`src/rtl/rca_repair_ctrl_if.sv`:
```
// Signal bundle between the repair controller and the reconfigurable adder array.
// The master side (the controller) drives test stimulus, steering selects and status.
interface rca_repair_ctrl_if;
    logic       start;
    logic [3:0] adder_sums;
    logic [3:0] adder_carrys;
    logic       test;
    logic [3:0] at;
    logic [3:0] bt;
    logic       cint;
    logic [2:0] is0;
    logic [2:0] is1;
    logic [4:0] cs;
    logic [3:0] ss0;
    logic [3:0] ss1;
    logic       busy;
    logic       done;
    logic       pass;
    logic [3:0] fault_map;

    modport master (
        input  start, adder_sums, adder_carrys,
        output test, at, bt, cint, is0, is1, cs, ss0, ss1, busy, done, pass, fault_map
    );

    modport slave (
        output start, adder_sums, adder_carrys,
        input  test, at, bt, cint, is0, is1, cs, ss0, ss1, busy, done, pass, fault_map
    );
endinterface

```
`src/rtl/rca_repair_ctrl.sv`:
```
// BIST and self-repair controller for the 6-adder double-fault ripple-carry adder:
// sweeps all 512 test vectors, isolates faulty fa0-fa3, then steers onto a clean chain.
module rca_repair_ctrl #(
    parameter int SETTLE     = 0,
    parameter bit AUTO_START = 1'b1
) (
    input  logic                  clk,
    input  logic                  rst,
    rca_repair_ctrl_if.master     bus
);

    typedef enum logic [1:0] {IDLE, SWEEP, EVAL, DONE} state_t;

    localparam int SW = (SETTLE > 0) ? $clog2(SETTLE + 1) : 1;
    localparam logic [SW-1:0] SETTLE_V = SW'(SETTLE);

    // {is0, is1, cs, ss0, ss1}
    localparam logic [18:0] CFG_0123 = {3'b000, 3'b000, 5'b10000, 4'b0000, 4'b0000};
    localparam logic [18:0] CFG_0125 = {3'b000, 3'b000, 5'b01000, 4'b0000, 4'b1000};
    localparam logic [18:0] CFG_0145 = {3'b100, 3'b100, 5'b00100, 4'b1000, 4'b1100};
    localparam logic [18:0] CFG_0345 = {3'b110, 3'b110, 5'b00010, 4'b1100, 4'b1110};
    localparam logic [18:0] CFG_2345 = {3'b111, 3'b111, 5'b00001, 4'b1110, 4'b1111};
    localparam logic [18:0] CFG_TEST = {3'b000, 3'b000, 5'b00011, 4'b0000, 4'b0000};

    state_t        r_state;
    state_t        w_state_nx;
    logic          r_auto;
    logic [8:0]    r_p;
    logic [SW-1:0] r_settle;
    logic          r_swept;
    logic          r_test;
    logic          r_busy;
    logic          r_done;
    logic          r_pass;
    logic [3:0]    r_fmap;
    logic [18:0]   r_cfg;

    logic [3:0]    w_at;
    logic [3:0]    w_bt;
    logic          w_hit;
    logic [1:0]    w_ref [4];
    logic [3:0]    w_err;
    logic          w_pass;
    logic [18:0]   w_cfg_eval;

    function automatic logic [1:0] fa_ref(input logic a, input logic b, input logic c);
        return {(a & b) | (a & c) | (b & c), a ^ b ^ c};
    endfunction

    assign w_at  = r_p[8:5];
    assign w_bt  = r_p[4:1];
    assign w_hit = (r_state == SWEEP) && !r_swept && (r_settle == SETTLE_V);

    // Each adder is judged against its own observed carry-in, so an upstream carry
    // fault in fa0 is not blamed on fa1 or fa3.
    always_comb begin
        w_ref[0] = fa_ref(w_at[0], w_bt[0], r_p[0]);
        w_ref[1] = fa_ref(w_at[1], w_bt[1], bus.adder_carrys[0]);
        w_ref[2] = fa_ref(w_at[2], w_bt[2], r_p[0]);
        w_ref[3] = fa_ref(w_at[3], w_bt[3], bus.adder_carrys[0]);
        for (int i = 0; i < 4; i++) begin
            w_err[i] = ({bus.adder_carrys[i], bus.adder_sums[i]} != w_ref[i]);
        end
    end

    // NOTE: every always_comb output gets a default first so no path can infer a latch.
    always_comb begin
        w_pass     = 1'b1;
        w_cfg_eval = CFG_0123;
        if (r_fmap == 4'b0000) begin
            w_cfg_eval = CFG_0123;
        end else if (!r_fmap[0] && !r_fmap[1] && !r_fmap[2]) begin
            w_cfg_eval = CFG_0125;
        end else if (!r_fmap[0] && !r_fmap[1]) begin
            w_cfg_eval = CFG_0145;
        end else if (!r_fmap[0] && !r_fmap[3]) begin
            w_cfg_eval = CFG_0345;
        end else if (!r_fmap[2] && !r_fmap[3]) begin
            w_cfg_eval = CFG_2345;
        end else begin
            w_pass     = 1'b0;
            w_cfg_eval = CFG_0123;
        end
    end

    always_comb begin
        w_state_nx = r_state;
        case (r_state)
            IDLE:    if (bus.start || r_auto) w_state_nx = SWEEP;
            SWEEP:   if (r_swept)             w_state_nx = EVAL;
            EVAL:                             w_state_nx = DONE;
            DONE:    if (bus.start)           w_state_nx = SWEEP;
            default:                          w_state_nx = IDLE;
        endcase
    end

    // NOTE: sequential state uses non-blocking assignments so all flops update together.
    always_ff @(posedge clk or posedge rst) begin
        if (rst) r_state <= IDLE;
        else     r_state <= w_state_nx;
    end

    always_ff @(posedge clk or posedge rst) begin
        if (rst) begin
            r_auto   <= AUTO_START;
            r_p      <= '0;
            r_settle <= '0;
            r_swept  <= 1'b0;
            r_test   <= 1'b0;
            r_busy   <= 1'b0;
            r_done   <= 1'b0;
            r_pass   <= 1'b0;
            r_fmap   <= '0;
            r_cfg    <= CFG_0123;
        end else begin
            r_auto <= 1'b0;
            case (r_state)
                IDLE, DONE: begin
                    if (w_state_nx == SWEEP) begin
                        r_p      <= '0;
                        r_settle <= '0;
                        r_swept  <= 1'b0;
                        r_test   <= 1'b1;
                        r_busy   <= 1'b1;
                        r_done   <= 1'b0;
                        r_pass   <= 1'b0;
                        r_fmap   <= '0;
                        r_cfg    <= CFG_TEST;
                    end
                end
                SWEEP: begin
                    if (w_hit) begin
                        // The counter wraps to 0 after vector 511, leaving at/bt/cint idle.
                        r_fmap   <= r_fmap | w_err;
                        r_p      <= r_p + 9'd1;
                        r_settle <= '0;
                        if (r_p == 9'd511) r_swept <= 1'b1;
                    end else if (!r_swept) begin
                        r_settle <= r_settle + 1'b1;
                    end
                end
                EVAL: begin
                    r_test <= 1'b0;
                    r_busy <= 1'b0;
                    r_done <= 1'b1;
                    r_pass <= w_pass;
                    r_cfg  <= w_cfg_eval;
                end
                default: ;
            endcase
        end
    end

    assign bus.test      = r_test;
    assign bus.at        = w_at;
    assign bus.bt        = w_bt;
    assign bus.cint      = r_p[0];
    assign bus.is0       = r_cfg[18:16];
    assign bus.is1       = r_cfg[15:13];
    assign bus.cs        = r_cfg[12:8];
    assign bus.ss0       = r_cfg[7:4];
    assign bus.ss1       = r_cfg[3:0];
    assign bus.busy      = r_busy;
    assign bus.done      = r_done;
    assign bus.pass      = r_pass;
    assign bus.fault_map = r_fmap;

endmodule

```
`src/flat_wrapper.sv`:
```
// flat-port wrapper written by rule: the top's interface ports become plain ports
module rca_repair_ctrl_flat 
#(
    parameter int SETTLE     = 0,
    parameter bit AUTO_START = 1'b1
)
  (clk, rst, bus_start, bus_adder_sums, bus_adder_carrys, bus_test, bus_at, bus_bt, bus_cint, bus_is0, bus_is1, bus_cs, bus_ss0, bus_ss1, bus_busy, bus_done, bus_pass, bus_fault_map);
  rca_repair_ctrl_if bus_i ();
  input  logic clk;
  input  logic rst;
  input wire logic [$bits(bus_i.start)-1:0] bus_start;
  input wire logic [$bits(bus_i.adder_sums)-1:0] bus_adder_sums;
  input wire logic [$bits(bus_i.adder_carrys)-1:0] bus_adder_carrys;
  output wire logic [$bits(bus_i.test)-1:0] bus_test;
  output wire logic [$bits(bus_i.at)-1:0] bus_at;
  output wire logic [$bits(bus_i.bt)-1:0] bus_bt;
  output wire logic [$bits(bus_i.cint)-1:0] bus_cint;
  output wire logic [$bits(bus_i.is0)-1:0] bus_is0;
  output wire logic [$bits(bus_i.is1)-1:0] bus_is1;
  output wire logic [$bits(bus_i.cs)-1:0] bus_cs;
  output wire logic [$bits(bus_i.ss0)-1:0] bus_ss0;
  output wire logic [$bits(bus_i.ss1)-1:0] bus_ss1;
  output wire logic [$bits(bus_i.busy)-1:0] bus_busy;
  output wire logic [$bits(bus_i.done)-1:0] bus_done;
  output wire logic [$bits(bus_i.pass)-1:0] bus_pass;
  output wire logic [$bits(bus_i.fault_map)-1:0] bus_fault_map;
  assign bus_i.start = bus_start;
  assign bus_i.adder_sums = bus_adder_sums;
  assign bus_i.adder_carrys = bus_adder_carrys;
  assign bus_test = bus_i.test;
  assign bus_at = bus_i.at;
  assign bus_bt = bus_i.bt;
  assign bus_cint = bus_i.cint;
  assign bus_is0 = bus_i.is0;
  assign bus_is1 = bus_i.is1;
  assign bus_cs = bus_i.cs;
  assign bus_ss0 = bus_i.ss0;
  assign bus_ss1 = bus_i.ss1;
  assign bus_busy = bus_i.busy;
  assign bus_done = bus_i.done;
  assign bus_pass = bus_i.pass;
  assign bus_fault_map = bus_i.fault_map;
  rca_repair_ctrl #(.SETTLE(SETTLE), .AUTO_START(AUTO_START)) u_core (.clk(clk), .rst(rst), .bus(bus_i));
endmodule
```
`config.mk`:
```
export PLATFORM = sky130hd
export DESIGN_NAME = rca_repair_ctrl_flat
export DESIGN_NICKNAME = d
export VERILOG_FILES = /design/src/rtl/rca_repair_ctrl_if.sv /design/src/rtl/rca_repair_ctrl.sv /design/src/flat_wrapper.sv
export SDC_FILE = /design/constraint.sdc
export NUM_CORES = 1
export LEC_CHECK = 0
export ABC_AREA = 1
export BUFFER_PORTS_ARGS = -buffer_cell sky130_fd_sc_hd__buf_2
export CAP_MARGIN = 10
export CORE_ASPECT_RATIO = 0.9
export CORE_MARGIN = 10
export CORE_UTILIZATION = 30
export DETAILED_ROUTE_END_ITERATION = 10
export PLACE_DENSITY = 0.56
export SLEW_MARGIN = 40
export SYNTH_ARGS = -nofsm -noshare
export SYNTH_HDL_FRONTEND = slang
export SYNTH_SLANG_ARGS = --single-unit
```
`constraint.sdc`:
```
create_clock -name clk -period 2.2 [get_ports clk]
set_clock_uncertainty 0.05 [all_clocks]
set_input_delay 0.44 -clock clk [delete_from_list [all_inputs] [get_ports clk]]
set_output_delay 0.44 -clock clk [all_outputs]
set_load 0.1 [all_outputs]
```
# Yosys cells after proc, flatten, opt, wreduce, memory -nomap -nowiden
# Index checks and enable logic that the tools add are counted.
word_totals:
  reg_bits: 40
  latch_bits: 0
  ramBits: 0
  mem_bits_ro: 0
  inputBits: 11
  out_inout_bits: 36
  word_cells: 109
  mem_count: 0
classes:
  add_sub_neg: 2
  n_mul: 0
  n_div: 0
  n_lt_le_gt_ge: 0
  eq_ne: 13
  shift: 0
  mux: 33
  bitwise: 30
  reduce_logical: 21
ops:
  columns: ["cell", "count"]
  rows:
  - ["two-way mux 19 bit", 6]
  - ["case mux 19 bit (2 select lines)", 1]
  - ["two-way mux 9 bit", 2]
  - ["case mux 9 bit (2 select lines)", 1]
  - ["AND 1 bit", 12]
  - ["two-way mux 1 bit", 11]
  - ["case mux 1 bit (2 select lines)", 5]
  - ["adder 9 x 1 -> 9 bit (second input constant)", 1]
  - ["== test 9 bit (second input constant)", 1]
  - ["two-way mux 4 bit", 2]
  - ["!= test 2 bit", 4]
  - ["bitwise OR 1 bit", 8]
  - ["case mux 2 bit (4 select lines)", 1]
  - ["case mux 4 bit (2 select lines)", 1]
  - ["bitwise XOR 1 bit", 8]
  - ["logical AND 1 bit", 6]
  - ["two-way mux 2 bit", 3]
  - ["AND reduction 3 bit", 2]
  - ["zero test 1 bit", 5]
  - ["== test 2 x 1 -> 1 bit (second input constant)", 2]
  - ["== test 2 bit (second input constant)", 2]
  - ["zero test 4 bit", 1]
  - ["!= test 2 x 1 -> 1 bit (second input constant)", 2]
  - ["bitwise OR 4 bit", 1]
  - ["10 further kinds", 11]

# Depth between registers and ports, before layout
# Gate-level depths: netlist (run 1).
logic_depth:
  word_depth: 8
  mapped_depth: 13

# Worst setup path after synthesis (run 1)
# OpenSTA, ideal clock, no wires.
synth_timing:
  path_kind: "flip-flop to flip-flop"
  from: "register u_core.r_p[0]"
  to: "register u_core.r_fmap[0], in the netlist u_core.bus.fault_map[0]"
  arrival_time_ns: 2.301
  required_ns: 2.075
  setup_slack_ns: -0.227
  path_stages_with_launch: 7
  n_path_buf: 0
  path_cell_list: "dfrtp_1 > inv_1 > fa_1 > or2_2 > nand4_1 > o21ai_0 > o21ai_2"
synth_via:
  elab_chain_len: 7
synth_rtl:
  columns: ["element", "line", "text"]
  rows:
  - ["start, declared", "rca_repair_ctrl.sv:28", "logic [8:0] r_p;"]
  - ["start signal, assigned", "rca_repair_ctrl.sv:135", "r_p <= r_p + 9'd1;"]
  - ["AND 1 bit", "rca_repair_ctrl.sv:47", "return {(a & b) | (a & c) | (b & c), a ^ b ^ c};"]
  - ["bitwise OR 1 bit (2 in series)", "rca_repair_ctrl.sv:47", null]
  - ["!= test 2 bit (*)", "rca_repair_ctrl.sv:62", "w_err[i] = ({bus.adder_carrys[i], bus.adder_sums[i]} != w_ref[i]);"]
  - ["bitwise OR 4 bit (*)", "rca_repair_ctrl.sv:134", "r_fmap <= r_fmap | w_err;"]
  - ["two-way mux 4 bit (*)", "rca_repair_ctrl.sv:132", "if (w_hit) begin"]
  - ["case mux 4 bit (2 select lines) (*)", "rca_repair_ctrl.sv:117", "case (r_state)"]
  - ["end signal, assigned", "rca_repair_ctrl.sv:134", null]
  - ["end, declared", "rca_repair_ctrl.sv:35", "logic [3:0] r_fmap;"]
# Mark *: on every way between the ends. The rest lies on a longest branch, timed or not. The select of a mux whose other input is x is not followed.
# A chain may end at the register's enable or synchronous reset.

# Final worst setup path (run 1)
layout_timing:
  from: "register u_core.r_state[0]"
  to: "register u_core.r_cfg[8]"
layout_via:
  elab_chain_len: 5
layout_rtl:
  columns: ["element", "line", "text"]
  rows:
  - ["start, declared", "rca_repair_ctrl.sv:25", "state_t r_state;"]
  - ["start signal, assigned", "rca_repair_ctrl.sv:100", "else r_state <= w_state_nx;"]
  - ["== test 2 bit (tied with other cells)", "rca_repair_ctrl.sv:88", "case (r_state)"]
  - ["case mux 2 bit (4 select lines) (*)", "rca_repair_ctrl.sv:88", null]
  - ["net u_core.w_state_nx[0]", "rca_repair_ctrl.sv:26", "state_t w_state_nx;"]
  - ["== test 2 x 1 -> 1 bit (*)", "rca_repair_ctrl.sv:119", "if (w_state_nx == SWEEP) begin"]
  - ["!= test 2 x 1 -> 1 bit (no source line) (*)", null, null]
  - ["AND reduction 2 bit (no source line) (*)", null, null]
  - ["end signal, assigned", "rca_repair_ctrl.sv:147", "r_cfg <= w_cfg_eval;"]
  - ["end, declared", "rca_repair_ctrl.sv:36", "logic [18:0] r_cfg;"]
# Mark *: on every way through the listed nets, which the timed path passes. The rest lies on a longest branch.

==> results.yml, run 1 <==
timing:
  rsz0062_at_grt: "no"
  final_hold_viol_count: 0
  fin_crit_ps: 1890
  fin_hold_ws_ps: 174
  setup_viol: 0
  maxSlewViolCount: 0
  fmax_ghz: 0.530
  period_share_pct: 85.8
setup_path:
  arrival_ps: 2010
  worstSetupStartpointType: "flop"
  r2r-start: "u_core.r_state[0]"
  reg2reg_slack_ps: 310
  critical_path.max_fanout: 12
  worstSetupPathType: "reg2reg"
  endpoint_kind: "flop"
  worst_ep_required_time_ps: 2330
  cp-startpoint: "u_core.r_state[0]"
cells_and_area:
  nets: 299
  final_area_sq_um: 2260
  drive_gt1_share_pct: 34.4
  fillers: 684
  area_delta_synth_final_pct: 16.5
  diodes: 0
clock_tree:
  cts-root-buf: "clkbuf_8"
  ctsHoldBuffers: 0
  clock_sinks: 30
  cts_tree: "built"
  clk_latency_ps: 280
  clockBufferDepth: 2
  h-tree-depth: 2
  clk_pin_slew_worst_paths_ps: 60
  postCtsSetupBuffers: 0
  cts_buffers: 5
  cts_repair_resize_count: 0
floorplanning:
  start_util_pct: 31.3
  row_count: 27
  die_width_um: 105
  core_sq_um: 6220
  ios: 47
  die_area_sq_um: 10100
  die_h_um: 96.4
detailed_routing:
  drc: 0
  drt-met1-wl_um: 2070
  drtPass1Iterations: 4
  num_vias: 1559
  met3_length_um: 213
  viasPerCell: 4.26
  route.met2.wl_um: 1900
  top_layer: "met4"
  drt-total-wl_um: 4260
  antenna_left: 0
  drt_iter0_drc: 53
  wl_per_cell_um: 11.7
logic_synthesis:
  yosys_warnings: 0
  yosys.area.top_type_share_pct: 36.1
  synth_edf_count: 0
  synthArstFlopShare_pct: 100
  syn-instance-count: 238
  synth_area_sq_um: 1940
  yosysMostFrequentCell: "nand2_1"
  avgSynthCellArea_sq_um: 8.16
  synth_cell_types: 27
  synth_ff_type: "dfrtp_1"
  ys_seq_area_share_pct: 38.8
  yosys.area.top_type: "dfrtp_1"
  yosys-top-cells-count: "45 x nand2_1, 29 x inv_1, 28 x dfrtp_1"
  synthTopCellsByArea: "dfrtp_1 36%, nand2_1 8.7%, nand3_1 6.7%, o21ai_2 5.9%, inv_1 5.6%"
  ys_ff_latch: 30
placed_design:
  io_buffers: 45
  dp_hpwl_um: 3370
  gp_congestion: 0.776
  placed_area_sq_um: 2170
outcome:
  status: "finished clean"
global_route:
  grt_max_degree: 31
  grt_pass1_wl_um: 7330
  grt-ovfl-total: 0
  grt_usage_pct: 8.83
  antenna_found_initial: 0
  grt_pass1_vias: 1508
worst_hold_path:
  min_path_type: "in2async"
flow_run:
  drv_cap: 0
final timing paths:
kind                              endpoint  cells after the start
max                        u_core.r_cfg[8]                     11
min                        u_core.bus.pass                      3
max reg2reg                u_core.r_cfg[8]                     11
min reg2reg                u_core.bus.done                      2
max in group asynchronous    u_core.r_auto                      3
min in group clk           u_core.bus.done                      2
area by class of cell:
type	count	area, sq um	share of cell area, %
well taps	87	109	4.81
flip-flops and latches	30	756	33.4
clock inverters	1	5.00	0.221
multi-input cells	163	943	41.7
inverters	29	109	4.81
clock buffers	7	86.3	3.81
repair buffers	49	255	11.3
through the flow:
stage                     utilization, %  instances  setup WS (ps)  TNS, ps
after CTS                           36.4        366            300        0
after global placement              34.9        358            356        0
final                               36.4        366            313        0
after global routing                36.4        366           23.0        0
after detailed placement            34.9        358            309        0
after floorplan                        -        239           -157     -157
logic make-up after synthesis:
family	after synthesis	share of synthesized area (%)
AND/OR/NAND/NOR	120	29.3
buffers and inverters	46	12.9
AO/OA/AOI/OAI	31	10.9
flip-flops	30	38.8
adder cells (fa/ha/maj)	10	7.98
other	1	0.193
per-layer routing:
layer	vias to the layer above	GRT usage, %
met1	700	11.4
li1	823	-
met5	-	0
met2	31	13.1
met3	5	2.87
met4	0	4.45
cell usage in the layout, fill, tap and decap left out:
cell,Yosys,final
ha_1,6,6
o31ai_1,1,1
o21ai_0,9,9
nand3_1,26,26
buf_2,1,45
dfrtp_2,0,2
clkbuf_8,0,6
dfstp_2,2,2
inv_1,29,29
conb_1,1,2
o21ai_2,13,13
o21ai_1,1,1
nand2_1,45,45
nand4_1,5,5
nor3_1,1,1
clkbuf_1,1,1
or2_2,10,10
nand2_2,10,10
clkinv_2,0,1
nor2_4,1,1
dfrtp_1,28,26
buf_4,12,4
o21bai_1,1,1
nor2_1,20,20
nand2_4,2,2
a21oi_1,5,5
fa_1,4,4
o21a_1,1,1
worst max-delay path, stage by stage (launching register included):
cell and delay (ps):
dfrtp_1 430, inv_1 100, ha_1 240, inv_1 60, nor2_1 80, nand2_1 50, nand2_1 60, nand2_2 60
nand3_1 310, nand2_1 160, nor2_1 120, nor2_1 50
state kept, by name, summed over array words and instances, names as in the netlist:
signal / cells
u_core.bus.done: 1
u_core.r_p: 9
u_core.r_cfg: 9
u_core.r_settle: 1
u_core.bus.fault_map: 4
u_core.bus.test: 1
u_core.r_auto: 1
u_core.bus.pass: 1
u_core.r_swept: 1
u_core.r_state: 2
Power of run 1 is left out: the tool's default activity adds up to more than one toggle a clock period on the data nets, which glitch-free logic cannot reach.
==> run 2, diff against run 1 <==
Settings changed: CORE_ASPECT_RATIO 0.9 to 1.5.
==> results.yml, run 2 (synthesis gave the netlist of run 1 again) <==
cells_and_area:
  final_cell_mix: "45 x nand2_1, 45 x buf_2, 29 x inv_1"
  nets: 298
  fillers: 685
  fin_util_pct: 36.3
  drive_gt1_share_pct: 34.5
  multiInputGateArea_sq_um: 943
  diodes: 0
  area_delta_synth_final_pct: 16.2
  seqCellArea_sq_um: 756
clock_tree:
  clock_sinks: 30
  postCtsSetupBuffers: 0
  clk_latency_ps: 280
  cts-root-buf: "clkbuf_8"
  clockBufferDepth: 2
  h-tree-depth: 2
  clk_pin_slew_worst_paths_ps: 70
  cts_buffers: 5
  ctsHoldBuffers: 0
  cts_tree: "built"
  cts_repair_resize_count: 0
setup_path:
  crit_chain: "inv_1, ha_1, nor2_4, nand2_1, nand2_1, nand2_2, nand2_2, nand2_4, nand2_4, nand2_1, o21ai_2"
  worstSetupPathType: "reg2reg"
  path_buf_inv: 1
  worst_ep_required_time_ps: 2360
  cpMaxStageDelayCell: "dfrtp_1"
  critical_path.max_fanout: 26
  crit_path_max_incr_delay_ps: 420
  endpoint_kind: "flop"
  critPathTopFamily: "simple AND/OR/NAND/NOR gates"
  arrival_ps: 2090
  worstSetupStartpointType: "flop"
  reg2reg_slack_ps: 260
  cpMostUsedCell: "nand2_1"
timing:
  final_hold_viol_count: 0
  maxSlewViolCount: 0
  setup_ws_ps: 263
  fmax_ghz: 0.516
  fin_crit_ps: 1940
  setup_viol: 0
  period_share_pct: 88.1
  tns_ps: 0
  rsz0062_at_grt: "no"
detailed_routing:
  wl_per_cell_um: 12.4
  antenna_left: 0
  viasPerCell: 4.59
  drt_iter0_drc: 78
  drt-total-wl_um: 4350
  num_vias: 1616
  drc: 0
  drtPass1Iterations: 4
floorplanning:
  row_count: 35
  die_h_um: 119
  ios: 47
  start_util_pct: 31.2
  core_sq_um: 6220
  die_area_sq_um: 10200
  die_width_um: 85.7
global_route:
  antenna_found_initial: 0
  grt_max_degree: 31
  grt_usage_pct: 8.99
  grt_pass1_wl_um: 7680
  grt-ovfl-total: 0
  grt_pass1_vias: 1651
worst_hold_path:
  min_path_type: "in2async"
placed_design:
  io_buffers: 45
  dp_hpwl_um: 3440
  post-place-ws_ps: 271
  gp_congestion: 0.835
flow_run:
  drv_cap: 0
outcome:
  status: "finished clean"
-- run 2: metrics by stage --
stage	area [sq um]	cells	hold WS, ps
floorplan	1950	239	422
global placement	2150	344	436
detailed placement	2150	344	428
CTS	2260	352	189
global route	2260	352	204
finish	2260	352	170
-- run 2: worst paths after layout --
kind                       depth (start not counted)         startpoint                end
max reg2reg                                       11  u_core.r_state[0]      u_core.r_p[0]
max                                               11  u_core.r_state[0]      u_core.r_p[0]
max in group asynchronous                          3                rst      u_core.r_auto
min reg2reg                                        2    u_core.bus.done    u_core.bus.done
min                                                3                rst  u_core.r_state[0]
min in group clk                                   2    u_core.bus.done    u_core.bus.done
-- run 2: cell type report --
| class | count | area share [%] |
|---|---|---|
| Timing Repair Buffer | 48 | 11.0 |
| Clock inverter | 3 | 1.77 |
| Multi-Input combinational cell | 163 | 41.8 |
| Sequential cell | 30 | 33.5 |
| Clock buffer | 5 | 3.05 |
| Inverter | 29 | 4.82 |
| Tap cell | 74 | 4.10 |
-- run 2: per-layer routing --
metal  wire, um  part of all wire, %  vias up  track usage (%)
met3        310                  7.1        9             3.64
met5          0                    0        -                0
met2       2240                   51       36             15.4
met4         94                  2.2        0             4.13
met1       1710                   39      754             9.26
li1           -                    -      817                -
-- run 2: worst min-delay path, cell delays in order --
cell	delay, ps
buf_2	90
inv_1	40
buf_4	340
Power of run 2 is left out for the same reason.
==> run 3, diff against run 2 <==
Settings changed: BUFFER_PORTS_ARGS -buffer_cell sky130_fd_sc_hd__buf_2 to unset, DONT_BUFFER_PORTS set to 1, PLACE_DENSITY 0.56 to 0.5.
==> results.yml, run 3 (synthesis gave the netlist of run 1 again) <==
outcome:
  status: "finished clean"
setup_path:
  endpoint_kind: "flop"
  critPathTopFamily: "simple AND/OR/NAND/NOR gates"
  path_buf_inv: 2
  cpMaxStageDelayCell: "dfrtp_1"
  crit_path_max_incr_delay_ps: 440
  worstSetupPathType: "reg2reg"
  cpMostUsedCell: "nand2_1"
  crit_chain: "inv_1, ha_1, inv_1, nor2_1, nand2_1, nand2_1, nand2_2, nand2_2, nand2_4, nand2_4, nand2_1, o21ai_2"
  arrival_ps: 2040
  worst_ep_required_time_ps: 2360
  critical_path.max_fanout: 26
  worstSetupStartpointType: "flop"
clock_tree:
  h-tree-depth: 2
  postCtsSetupBuffers: 0
  cts_buffers: 5
  cts-root-buf: "clkbuf_8"
  clock_sinks: 30
  clk_pin_slew_worst_paths_ps: 70
  cts_repair_resize_count: 0
  cts_tree: "built"
  clk_latency_ps: 290
  clockBufferDepth: 2
  ctsHoldBuffers: 0
floorplanning:
  die_h_um: 119
  die_width_um: 85.7
  core_sq_um: 6220
  die_area_sq_um: 10200
  ios: 47
  row_count: 35
  start_util_pct: 31.2
timing:
  setup_viol: 0
  period_share_pct: 85.5
  rsz0062_at_grt: "no"
  maxSlewViolCount: 0
  final_hold_viol_count: 0
  worstMarginPinSlew_ps: 545
  slew_headroom_pct: 63.9
  fin_crit_ps: 1880
  fmax_ghz: 0.532
global_route:
  use_met1_pct: 9.88
  grt-ovfl-total: 0
  antenna_found_initial: 0
  grt_max_degree: 31
  grt_usage_pct: 8.85
  gr-usage-met2_pct: 14.5
  grtUsageMet3_pct: 3.64
  grt_pass1_vias: 1542
  grt_pass1_wl_um: 7460
  busiest_layer: "met2"
cells_and_area:
  diodes: 0
  final_cell_mix: "45 x nand2_1, 29 x inv_1, 26 x nand3_1, 26 x buf_4, 22 x dfrtp_1"
  nets: 279
  final_common_cell: "nand2_1"
  fin_util_pct: 36.3
  drive_gt1_share_pct: 30.5
  fillers: 650
  area_delta_synth_final_pct: 16.2
detailed_routing:
  wl_per_cell_um: 13.2
  drt_iter0_drc: 40
  viasPerCell: 4.59
  drt-total-wl_um: 4380
  drc: 0
  drtPass1Iterations: 4
  num_vias: 1527
  antenna_left: 0
placed_design:
  dp_hpwl_um: 3480
  io_buffers: 0
  gp_congestion: 0.753
worst_hold_path:
  min_path_type: "in2async"
flow_run:
  drv_cap: 0
==> run 3: cell count changes in the layout (fill, tap and decap cells not counted), sizes merged <==
cell    previous run  this run
buf               48        29
bufinv             1         0
clkbuf             5         8
clkinv             2         0
==> run 3: per-stage QoR <==
stage / hold WS, ps / std cells / setup TNS (ps) / setup WS (ps) / area [sq um]
after floorplan: 422 / 239 / -157 / -157 / 1950
after global placement: 386 / 325 / 0 / 355 / 2170
after detailed placement: 393 / 325 / 0 / 320 / 2170
after CTS: 83.4 / 333 / 0 / 299 / 2260
after global routing: 110 / 333 / 0 / 61.2 / 2260
final: 64.2 / 333 / 0 / 319 / 2260
==> run 3: area by class of cell <==
| cell class | count | area [sq um] | area share, % |
|---|---|---|---|
| timing repair buffer | 29 | 255 | 11.3 |
| sequential | 30 | 768 | 34.0 |
| clock buffer | 8 | 90.1 | 3.99 |
| inverter | 29 | 109 | 4.82 |
| multi-input combinational | 163 | 943 | 41.8 |
| tap | 74 | 92.6 | 4.10 |
==> run 3: path summary, 6_finish.rpt <==
path | end | cells after the start | slack [ps] | from
min | u_core.r_p[2] | 2 | 60 | rst
min reg2reg | u_core.bus.test | 1 | 450 | u_core.bus.test
max | u_core.r_p[1] | 12 | 320 | u_core.r_state[1]
max reg2reg | u_core.r_p[1] | 12 | 320 | u_core.r_state[1]
min in group clk | u_core.r_state[0] | 4 | 380 | bus_start
max in group asynchronous | u_core.r_cfg[12] | 2 | 1700 | rst
==> run 3: per-layer routing <==
layer / up-vias / routed length, um
li1: 786 / -
met1: 698 / 1820
met2: 36 / 2130
met3: 7 / 367
met4: 0 / 68
met5: - / 0
Power of run 3 is left out for the same reason.
